## config.mk

```make
export PLATFORM = sky130hd
export DESIGN_NAME = sync_fifo_flags_flat
export DESIGN_NICKNAME = d
export VERILOG_FILES = /design/src/rtl/sync_fifo_flags_pkg.sv /design/src/rtl/sync_fifo_flags_if.sv /design/src/rtl/sync_fifo_flags_ram.sv /design/src/rtl/sync_fifo_flags.sv /design/src/flat_wrapper.sv
export SDC_FILE = /design/constraint.sdc
export NUM_CORES = 1
export LEC_CHECK = 0
export BUFFER_PORTS_ARGS = -buffer_cell sky130_fd_sc_hd__buf_2
export CAP_MARGIN = 20
export CORE_MARGIN = 2
export CORE_UTILIZATION = 43
export DETAILED_ROUTE_END_ITERATION = 7
export SKIP_CTS_REPAIR_TIMING = 1
export SLEW_MARGIN = 10
export SYNTH_ARGS = -nofsm -noshare
export SYNTH_HDL_FRONTEND = slang
export SYNTH_SLANG_ARGS = --single-unit
export TNS_END_PERCENT = 30
```

## constraint.sdc

```tcl
create_clock -name clk -period 4.5 [get_ports clk]
set_clock_uncertainty 0.15 [all_clocks]
set_input_delay 0.9 -clock clk [delete_from_list [all_inputs] [get_ports clk]]
set_output_delay 0.9 -clock clk [all_outputs]
set_load 0.02 [all_outputs]
```

## src/rtl/sync_fifo_flags_pkg.sv

```systemverilog
// Shared constants and helpers for the single-clock FIFO family.
`ifndef SYNC_FIFO_PKG_SV
`define SYNC_FIFO_PKG_SV

// Elaboration-time parameter guard; emits a named generate block only on failure.
`define SYNC_FIFO_CHECK(label, cond, msg) \
   if (!(cond)) begin : label \
      $error(msg); \
   end

package sync_fifo_pkg;

   localparam int DEF_WIDTH      = 8;
   localparam int DEF_ADDR_WIDTH = 4;

   function automatic int clog2(input int value);
      int v;
      int r;
      r = 0;
      v = value - 1;
      while (v > 0) begin
         r = r + 1;
         v = v >> 1;
      end
      return r;
   endfunction

endpackage

`endif

```

## src/rtl/sync_fifo_flags_if.sv

```systemverilog
// Producer/consumer bus of the single-clock FIFO.
interface sync_fifo_flags_if
   import sync_fifo_pkg::*;
#(
   parameter int width      = DEF_WIDTH,
   parameter int addr_width = DEF_ADDR_WIDTH
);
   logic                  w_en;
   logic [width-1:0]      wdata;
   logic                  r_en;
   logic [width-1:0]      rdata;
   logic                  rvalid;
   logic                  full;
   logic                  empty;
   logic                  almost_full;
   logic                  almost_empty;
   logic [addr_width:0]   count;
   logic                  overflow;
   logic                  underflow;

   modport master (
      output w_en, wdata, r_en,
      input  rdata, rvalid, full, empty, almost_full, almost_empty,
             count, overflow, underflow
   );

   modport slave (
      input  w_en, wdata, r_en,
      output rdata, rvalid, full, empty, almost_full, almost_empty,
             count, overflow, underflow
   );
endinterface

```

## src/rtl/sync_fifo_flags_ram.sv

```systemverilog
// Simple dual-port storage; read port registered or asynchronous.
module fifo_ram
   import sync_fifo_pkg::*;
#(
   parameter int width      = DEF_WIDTH,
   parameter int addr_width = DEF_ADDR_WIDTH,
   parameter bit REG_OUT    = 1'b1
) (
   input  logic                  clk,
   input  logic                  rst,
   input  logic                  i_we,
   input  logic [addr_width-1:0] i_waddr,
   input  logic [width-1:0]      i_wdata,
   input  logic                  i_re,
   input  logic [addr_width-1:0] i_raddr,
   output logic [width-1:0]      o_rdata
);
   logic [width-1:0] r_mem [2**addr_width];
   logic [width-1:0] r_rdata;

   // synchronous write port; contents survive reset
   always_ff @(posedge clk) begin
      if (i_we) r_mem[i_waddr] <= i_wdata;
   end

   // registered read: loads only on a pop, otherwise holds the last word
   always_ff @(posedge clk) begin
      if (rst)       r_rdata <= '0;
      else if (i_re) r_rdata <= r_mem[i_raddr];
   end

   // in fall-through mode the head word is read straight from the array
   assign o_rdata = REG_OUT ? r_rdata : r_mem[i_raddr];
endmodule

```

## src/rtl/sync_fifo_flags.sv

```systemverilog
// Single-clock FIFO with occupancy count, threshold flags and sticky errors.
module sync_fifo_flags
   import sync_fifo_pkg::*;
#(
   parameter int width      = DEF_WIDTH,
   parameter int addr_width = DEF_ADDR_WIDTH,
   parameter bit FWFT       = 1'b0,
   parameter int AF_THRESH  = 2**addr_width - 2,
   parameter int AE_THRESH  = 2
) (
   input  logic               clk,
   input  logic               rst,
   sync_fifo_flags_if.slave   bus
);
   localparam int                  DEPTH   = 2**addr_width;
   localparam logic [addr_width:0] DEPTH_C = (addr_width+1)'(DEPTH);
   localparam logic [addr_width:0] AF_C    = (addr_width+1)'(AF_THRESH);
   localparam logic [addr_width:0] AE_C    = (addr_width+1)'(AE_THRESH);
   localparam logic [addr_width:0] CNT_ONE = (addr_width+1)'(1);
   localparam logic [addr_width-1:0] PTR_ONE = addr_width'(1);

   `SYNC_FIFO_CHECK(g_bad_af_thresh, (AF_THRESH >= 1) && (AF_THRESH <= DEPTH),
                    "sync_fifo_flags: AF_THRESH must lie in 1..depth")
   `SYNC_FIFO_CHECK(g_bad_ae_thresh, (AE_THRESH >= 0) && (AE_THRESH <= DEPTH-1),
                    "sync_fifo_flags: AE_THRESH must lie in 0..depth-1")

   logic [addr_width-1:0] r_rd_ptr;
   logic [addr_width-1:0] r_wr_ptr;
   logic [addr_width:0]   r_count;
   logic                  r_full;
   logic                  r_empty;
   logic                  r_almost_full;
   logic                  r_almost_empty;
   logic                  r_rvalid;
   logic                  r_overflow;
   logic                  r_underflow;

   logic                  w_rd_acc;
   logic                  w_wr_acc;
   logic [addr_width:0]   w_cnt_nxt;
   logic [width-1:0]      w_rdata;

   // a full FIFO still takes a write when a pop frees the slot in the same cycle
   assign w_rd_acc = bus.r_en & ~r_empty & ~rst;
   assign w_wr_acc = bus.w_en & (~r_full | w_rd_acc) & ~rst;

   // next occupancy; flags are registered from this value
   always_comb begin
      w_cnt_nxt = r_count;
      case ({w_wr_acc, w_rd_acc})
         2'b10:   w_cnt_nxt = r_count + CNT_ONE;
         2'b01:   w_cnt_nxt = r_count - CNT_ONE;
         default: w_cnt_nxt = r_count;
      endcase
   end

   // pointers, count and registered flags
   always_ff @(posedge clk) begin
      if (rst) begin
         r_rd_ptr       <= '0;
         r_wr_ptr       <= '0;
         r_count        <= '0;
         r_full         <= 1'b0;
         r_empty        <= 1'b1;
         r_almost_full  <= 1'b0;
         r_almost_empty <= 1'b1;
         r_rvalid       <= 1'b0;
      end else begin
         if (w_wr_acc) r_wr_ptr <= r_wr_ptr + PTR_ONE;
         if (w_rd_acc) r_rd_ptr <= r_rd_ptr + PTR_ONE;
         r_count        <= w_cnt_nxt;
         r_full         <= (w_cnt_nxt == DEPTH_C);
         r_empty        <= (w_cnt_nxt == '0);
         r_almost_full  <= (w_cnt_nxt >= AF_C);
         r_almost_empty <= (w_cnt_nxt <= AE_C);
         r_rvalid       <= w_rd_acc;
      end
   end

   // sticky error flags, cleared only by reset
   always_ff @(posedge clk) begin
      if (rst) begin
         r_overflow  <= 1'b0;
         r_underflow <= 1'b0;
      end else begin
         if (bus.w_en & ~w_wr_acc) r_overflow  <= 1'b1;
         if (bus.r_en & r_empty)   r_underflow <= 1'b1;
      end
   end

   fifo_ram #(
      .width      (width),
      .addr_width (addr_width),
      .REG_OUT    (!FWFT)
   ) u_ram (
      .clk     (clk),
      .rst     (rst),
      .i_we    (w_wr_acc),
      .i_waddr (r_wr_ptr),
      .i_wdata (bus.wdata),
      .i_re    (w_rd_acc),
      .i_raddr (r_rd_ptr),
      .o_rdata (w_rdata)
   );

   assign bus.rdata        = w_rdata;
   assign bus.rvalid       = FWFT ? ~r_empty : r_rvalid;
   assign bus.full         = r_full;
   assign bus.empty        = r_empty;
   assign bus.almost_full  = r_almost_full;
   assign bus.almost_empty = r_almost_empty;
   assign bus.count        = r_count;
   assign bus.overflow     = r_overflow;
   assign bus.underflow    = r_underflow;
endmodule

```

## src/flat_wrapper.sv

```systemverilog
// flat-port wrapper written by rule: the top's interface ports become plain ports
module sync_fifo_flags_flat import sync_fifo_pkg::*;
#(
   parameter int width      = DEF_WIDTH,
   parameter int addr_width = DEF_ADDR_WIDTH,
   parameter bit FWFT       = 1'b0,
   parameter int AF_THRESH  = 2**addr_width - 2,
   parameter int AE_THRESH  = 2
)
  (clk, rst, bus_w_en, bus_wdata, bus_r_en, bus_rdata, bus_rvalid, bus_full, bus_empty, bus_almost_full, bus_almost_empty, bus_count, bus_overflow, bus_underflow);
  sync_fifo_flags_if #(.width(width), .addr_width(addr_width)) bus_i ();
  input  logic clk;
  input  logic rst;
  input wire logic [$bits(bus_i.w_en)-1:0] bus_w_en;
  input wire logic [$bits(bus_i.wdata)-1:0] bus_wdata;
  input wire logic [$bits(bus_i.r_en)-1:0] bus_r_en;
  output wire logic [$bits(bus_i.rdata)-1:0] bus_rdata;
  output wire logic [$bits(bus_i.rvalid)-1:0] bus_rvalid;
  output wire logic [$bits(bus_i.full)-1:0] bus_full;
  output wire logic [$bits(bus_i.empty)-1:0] bus_empty;
  output wire logic [$bits(bus_i.almost_full)-1:0] bus_almost_full;
  output wire logic [$bits(bus_i.almost_empty)-1:0] bus_almost_empty;
  output wire logic [$bits(bus_i.count)-1:0] bus_count;
  output wire logic [$bits(bus_i.overflow)-1:0] bus_overflow;
  output wire logic [$bits(bus_i.underflow)-1:0] bus_underflow;
  assign bus_i.w_en = bus_w_en;
  assign bus_i.wdata = bus_wdata;
  assign bus_i.r_en = bus_r_en;
  assign bus_rdata = bus_i.rdata;
  assign bus_rvalid = bus_i.rvalid;
  assign bus_full = bus_i.full;
  assign bus_empty = bus_i.empty;
  assign bus_almost_full = bus_i.almost_full;
  assign bus_almost_empty = bus_i.almost_empty;
  assign bus_count = bus_i.count;
  assign bus_overflow = bus_i.overflow;
  assign bus_underflow = bus_i.underflow;
  sync_fifo_flags #(.width(width), .addr_width(addr_width), .FWFT(FWFT), .AF_THRESH(AF_THRESH), .AE_THRESH(AE_THRESH)) u_core (.clk(clk), .rst(rst), .bus(bus_i));
endmodule
```

Word-level counts from Yosys, hierarchy flattened:

Memories as Yosys holds them, arrays and structs flattened. A register that Yosys moved wholly into a read port is not among the register bits.
Index checks and enable logic that the tools add are counted.

* register bits: 20
* RAM bits: 128
* output and inout bits: 20
* memories kept: 1

* add/sub/neg operators: 4
* $lt $le $gt $ge: 2
* eq/ne operators: 3
* muxes and demuxes: 3
* bitwise logic cells: 11
* reductions and logical operators: 1

Memories
* u_core.u_ram.r_mem: words 16, bits a word 8, read ports 1, clocked after memory_dff 1, write ports 1, line sync_fifo_flags_ram.sv:18 `logic [width-1:0] r_mem [2**addr_width];`

Operator list (count)
* case mux 5 bit (2 select lines): 1
* adder 4 x 1 -> 4 bit (second input constant): 2
* bitwise AND 1 bit: 6
* adder 5 x 1 -> 5 bit (second input constant): 1
* == test 5 bit (second input constant): 1
* greater-or-equal comparator 5 x 4 -> 1 bit (second input constant): 1
* <= comparator 5 x 2 -> 1 bit (second input constant): 1
* zero test 5 bit: 1
* subtractor 5 x 1 -> 5 bit (second input constant): 1
* inverter 1 bit: 4
* == test 2 x 1 -> 1 bit (second input constant): 1
* == test 2 bit (second input constant): 1
* two-way mux 1 bit: 2
* bitwise OR 1 bit: 1

Logic depth before layout (Yosys ltp):

* depth in word-level cells: 9
* depth in mapped cells: 13
* gate-level depth less buffers: 12

Cells and area by module:

A second synthesis with hierarchy kept.

* cell total of the unflattened synthesis: 423
* area total of the unflattened synthesis: 6358.6 µm²

By module, submodules not included
* fifo_ram: instances 1, cells an instance 316, area each 5343.9 µm², seq. area each 4003.8 µm²
* sync_fifo_flags: instances 1, cells an instance 107, area each 1014.7 µm², seq. area each 400.4 µm²

Worst setup path before layout:

OpenSTA, ideal clock, no wires.

* path type: in2reg
* from: input bus_r_en
* to: register u_core.r_almost_empty (netlist: u_core.bus.almost_empty)
* setup time: 0.116 ns
* arrival: 3.271 ns
* required time: 4.234 ns
* slack: 0.963 ns
* stages on the path: 13
* cells stage by stage: nand2b_1 or2_1 inv_1 clkbuf_1 ha_1 xor2_1 ha_1 a21oi_1 xor2_1 o21ai_0 o21ba_2 a211o_1 a31o_2

* longest elaborated chain between the ends: 8
* elaborated cells between the ends (all ways): 9

RTL lines
* from (decl): line flat_wrapper.sv:16 `input wire logic [$bits(bus_i.r_en)-1:0] bus_r_en;`
* bitwise AND 1 bit (*) (2 in a row): line sync_fifo_flags.sv:44 `assign w_rd_acc = bus.r_en & ~r_empty & ~rst;`
* net u_core.u_ram.i_re: line sync_fifo_flags_ram.sv:14 `input logic i_re,`
* bitwise OR 1 bit: line sync_fifo_flags.sv:45 `assign w_wr_acc = bus.w_en & (~r_full | w_rd_acc) & ~rst;`
* bitwise AND 1 bit (2 in a row): line sync_fifo_flags.sv:45
* == test 2 x 1 -> 1 bit / == test 2 bit (equally long branches): line sync_fifo_flags.sv:50 `case ({w_wr_acc, w_rd_acc})`
* case mux 5 bit (2 select lines) (*): line sync_fifo_flags.sv:50
* <= comparator 5 x 2 -> 1 bit (*): line sync_fifo_flags.sv:75 `r_almost_empty <= (w_cnt_nxt <= AE_C);`
* to (signal assigned): line sync_fifo_flags.sv:75
* to (decl): line sync_fifo_flags.sv:33 `logic r_almost_empty;`

Mark *: on every way through the listed nets, which the timed path passes. The rest lies on a longest branch.
A chain may end at the register's enable or synchronous reset.

Final worst setup path:

* from: input bus_r_en
* to: register u_core.r_almost_empty (netlist: u_core.bus.almost_empty)

* longest elaborated chain between the ends: 8
* elaborated cells between the ends (all ways): 9

RTL lines (line)
* bitwise AND 1 bit (*) (2 in a row): sync_fifo_flags.sv:44
* bitwise OR 1 bit: sync_fifo_flags.sv:45
* bitwise AND 1 bit (2 in a row): sync_fifo_flags.sv:45
* == test 2 x 1 -> 1 bit / == test 2 bit (equally long branches): sync_fifo_flags.sv:50
* case mux 5 bit (2 select lines) (*): sync_fifo_flags.sv:50
* <= comparator 5 x 2 -> 1 bit (*): sync_fifo_flags.sv:75

Mark *: on every way between the ends. The rest lies on a longest branch, timed or not.

==> reports/qor.txt <==
Die Span X - 126 um
Synthesized instance count - 398
Unrepaired setup endpoints after global routing - no
Capturing element type of the critical path - flip-flop
Pleak - 2.49 nW
Critical path's top delay family - compound AO/OA/AOI/OAI gates
Register Area - 0.00441 mm^2
Number of cells on the worst reg-to-reg path - 12
Worst slew margin relative to its limit - 0.315
Share of async-settable or async-resettable flops after synthesis - 0
Internal power - 0.00258 W
Maximum number of buffers from clock root to sink - 2
TritonCTS Sinks - 156
Total power per unit cell area - 449 mW/mm^2
Starting density of the core - 0.440
Combined area of the multi-input logic cells - 0.00188 mm^2
Number of clock buffers inserted by TritonCTS - 17
Number of buffers and inverters on the critical path - 2
Synth Warn # - 0
Fraction of layout instances using a drive strength above 1 - 0.227
Mux cell area share after synthesis - 0.138
Result of the run - completed
DRC - 0
Slowest CP cell - sky130_fd_sc_hd__ha_1
Total routed wire length on the met1 layer - 5.70 mm
Global-route congestion overflow total - 0
Final hold violation count - 0
Detailed-router iteration count before antenna repair - 4
Post-detailed-placement half-perimeter wirelength - 7.98 mm
Post-Synthesis Net Count - 418
Least-Margin Pin Slew - 1.03 ns
Fin nets - 457
Distinct cell type count of the synthesized netlist - 40
Area growth from synthesis to layout - 14.9%
Number of H-tree levels - 4
Highest-count cells in the layout ignoring fill and taps - sky130_fd_sc_hd__edfxtp_1, sky130_fd_sc_hd__buf_2, sky130_fd_sc_hd__nor2_1
Vias in the first global route - 3,473
Number of inserted filler cells in the final layout - 1,220
GP Congestion - 0.804
Y dimension of the die - 126 um
Number of diodes added for antenna fixing - 0
Critical path fanouts, max - 13
Maximum number of pins on one net before global-route repair - 26
Post-detailed-routing wire length - 12.4 mm
Per-cell routed wire length - 19.6 um
Final setup vio count - 0
Most instantiated flip-flop cell in the synthesis netlist - sky130_fd_sc_hd__edfxtp_1
Final core utilization - 0.506
Register-to-register path setup slack - 1.22 ns
Antenna violations before repair - 0
Synthesized-area fraction occupied by adder cells - 0.0156
Setup_tns - 0 ns
Total net switching power - 0.000737 W
Worst min path class - reg -> reg
Clock tree from TritonCTS - done
Final min period - 3.45 ns
Placeable core region - 0.0146 mm^2
Synth Register Bits - 156
DRC marker count from the first detailed-route iteration - 384
Worst reg2reg path endpoint - u_core.bus.almost_empty
Startpoint of the most critical hold path - u_core.u_ram.o_rdata[7]
Cell chain of the critical path - buf_2 > nand2b_1 > or2_1 > inv_1 > ha_1 > xor2_1 > ha_1 > a21oi_1 > xor2_1 > o21ai_0 > o21ba_2 > a211o_1 > a31o_2
Total vias in the final route - 3,439
Final worst path period share - 0.767
Critical path arrival - 3.61 ns
Req. time, crit path - 4.66 ns
Synthesized-area fraction occupied by ao, oa, aoi and oai cells - 0.0561
Post-synth EDFFs - 128
Kind of start point of the critical path - input port
Post-Synth Simple-Gate Area - 0.0664
Average cell area after synthesis - 16.1 um^2
GRT Total Usage - 0.165
Slowest stage delay, CP - 0.38 ns
Maximum achievable frequency - 290 MHz
Wire length of the first global-routing pass - 19.5 mm
Clock transition at the registers of the reported paths - 0.06 ns
Number of ports placed on the die boundary - 32
IO buf count - 31
Share of total power in the clock network - 0.448
Dominant combinational cell family by area after synthesis - multiplexers
Switching part of the total - 0.222
Area enclosed by the die boundary - 0.0159 mm^2
Most common cell after layout, fill and taps aside - sky130_fd_sc_hd__edfxtp_1
Latest clock arrival within the worst-skew pair - 0.42 ns
Worst-case hold path end point - u_core.u_ram.o_rdata[7]
Highest routed layer - met4
Hold path depth - 2
Netlist area before placement - 0.00642 mm^2
Post-route antenna net violation count - 0
Start of the worst register-to-register path - u_core.bus.empty
Portion of the post-synthesis area used by sequential elements - 0.685
XOR/XNOR Fraction of Synth Area - 0.0164
Maximum ir drop on the vdd rail - 0.000291 V
Classification of the worst setup path - in -> reg
Comb power frac - 0.065
Number of maximum-capacitance constraint violations - 0
Amount of wire on met3 after detailed routing - 553 um
Max-slew violations - 0
Number of standard-cell rows in the floorplan - 44
Fraction of power consumed by sequential logic - 0.487
Via density per instance - 5.42
Cell chosen for the clock root - sky130_fd_sc_hd__clkbuf_16
Sum of met2 wire segment lengths after detailed routing - 6.02 mm
per-stage QoR:
stage | setup WS, ns | cells | instance area, um^2 | hold slack [ns] | total power, W
floorplan | 0.963 | 398 | 6420 | 0.332 | 0.00180
global placement | 0.781 | 602 | 6760 | 0.298 | 0.00186
detailed placement | 0.611 | 602 | 6760 | 0.316 | 0.00186
CTS | 1.05 | 634 | 7380 | 0.331 | 0.00335
global route | 0.787 | 634 | 7380 | 0.346 | 0.00344
finish | 1.05 | 634 | 7380 | 0.325 | 0.00332
area by class of cell:
cell class	count	share of cell area
clock buffer	18	0.0595
inverter	5	0.00254
timing repair buffer	41	0.0312
clock inverter	14	0.0244
tap	184	0.0312
sequential	156	0.597
multi-input combinational	216	0.254
per-layer routing:
| metal | up-vias | GRT usage |
|---|---|---|
| met2 | 79 | 0.256 |
| li1 | 1624 | - |
| met1 | 1722 | 0.228 |
| met5 | - | 0 |
| met3 | 14 | 0.0344 |
| met4 | 0 | 0.0685 |
flip-flops by register name, indices dropped and copies added, names as in the netlist:
register                 count
u_core.bus.almost_empty      1
u_core.bus.almost_full       1
u_core.bus.count             5
u_core.bus.empty             1
u_core.bus.full              1
u_core.bus.overflow          1
u_core.bus.rvalid            1
u_core.bus.underflow         1
u_core.r_rd_ptr              4
u_core.r_wr_ptr              4
u_core.u_ram.o_rdata         8
u_core.u_ram.r_mem         128
power groups by stage:
stage | registers (W) | logic, W | clock network [W]
5_1_grt | 0.00162 | 0.000234 | 0.00158
6_report | 0.00162 | 0.000214 | 0.00149
3_5_place_dp | 0.00165 | 0.000215 | 0
2_1_floorplan | 0.00164 | 0.000155 | 0
4_1_cts | 0.00162 | 0.000216 | 0.00151
3_3_place_gp | 0.00165 | 0.000211 | 0
cells in the mapped netlist, types with 2 or more instances:
cell                         n  area share
sky130_fd_sc_hd__edfxtp_1  128        0.60
sky130_fd_sc_hd__nor2_1     30       0.018
sky130_fd_sc_hd__dfxtp_1    28       0.087
sky130_fd_sc_hd__a21oi_1    20       0.016
sky130_fd_sc_hd__mux2_2     18       0.032
sky130_fd_sc_hd__mux4_1     18       0.074
sky130_fd_sc_hd__nand2_1    17      0.0099
sky130_fd_sc_hd__o21ai_0    14       0.011
sky130_fd_sc_hd__mux2i_1    12       0.019
sky130_fd_sc_hd__clkbuf_1   10      0.0058
sky130_fd_sc_hd__nand2b_1    9      0.0088
sky130_fd_sc_hd__xor2_1      9       0.012
sky130_fd_sc_hd__ha_1        8       0.016
sky130_fd_sc_hd__nor3b_1     7      0.0082
sky130_fd_sc_hd__o22ai_1     7      0.0068
sky130_fd_sc_hd__nor3_1      6      0.0047
sky130_fd_sc_hd__o21bai_1    6      0.0070
sky130_fd_sc_hd__o31ai_1     6      0.0070
sky130_fd_sc_hd__inv_1       5      0.0029
sky130_fd_sc_hd__buf_1       4      0.0023
sky130_fd_sc_hd__mux4_2      4       0.014
sky130_fd_sc_hd__nand3_1     4      0.0031
sky130_fd_sc_hd__nand3b_1    4      0.0047
sky130_fd_sc_hd__buf_6       3      0.0053
sky130_fd_sc_hd__xnor2_1     3      0.0041
sky130_fd_sc_hd__a31o_2      2      0.0027
sky130_fd_sc_hd__a31oi_1     2      0.0019
sky130_fd_sc_hd__buf_2       2      0.0016
worst min-delay path, delay by kind of cell (launching register included):
kind	cells	cell delay, ns
flip-flops	1	0.31
AND/OR/NAND/NOR	2	0.13
worst max-delay path by stage:
stage                                    to  cells past startpoint     start  slack [ns]
floorplan           u_core.bus.almost_empty                     13  bus_r_en        0.96
global placement           u_core.bus.empty                     12  bus_r_en        0.78
detailed placement         u_core.bus.empty                     13  bus_r_en        0.61
CTS                 u_core.bus.almost_empty                     13  bus_r_en        1.05
global route                u_core.bus.full                     13  bus_r_en        0.79
finish              u_core.bus.almost_empty                     13  bus_r_en        1.05
kinds of logic (layout without fill, tap and decap cells):
logic type,after synthesis,count (layout)
AO/OA/AOI/OAI,60,60
XOR/XNOR,12,12
adder cells (fa/ha/maj),8,8
buffers and inverters,26,78
flip-flops,156,156
multiplexers,52,52
AND/OR/NAND/NOR,84,84
Note: power is estimated with default switching activity, not from simulation.
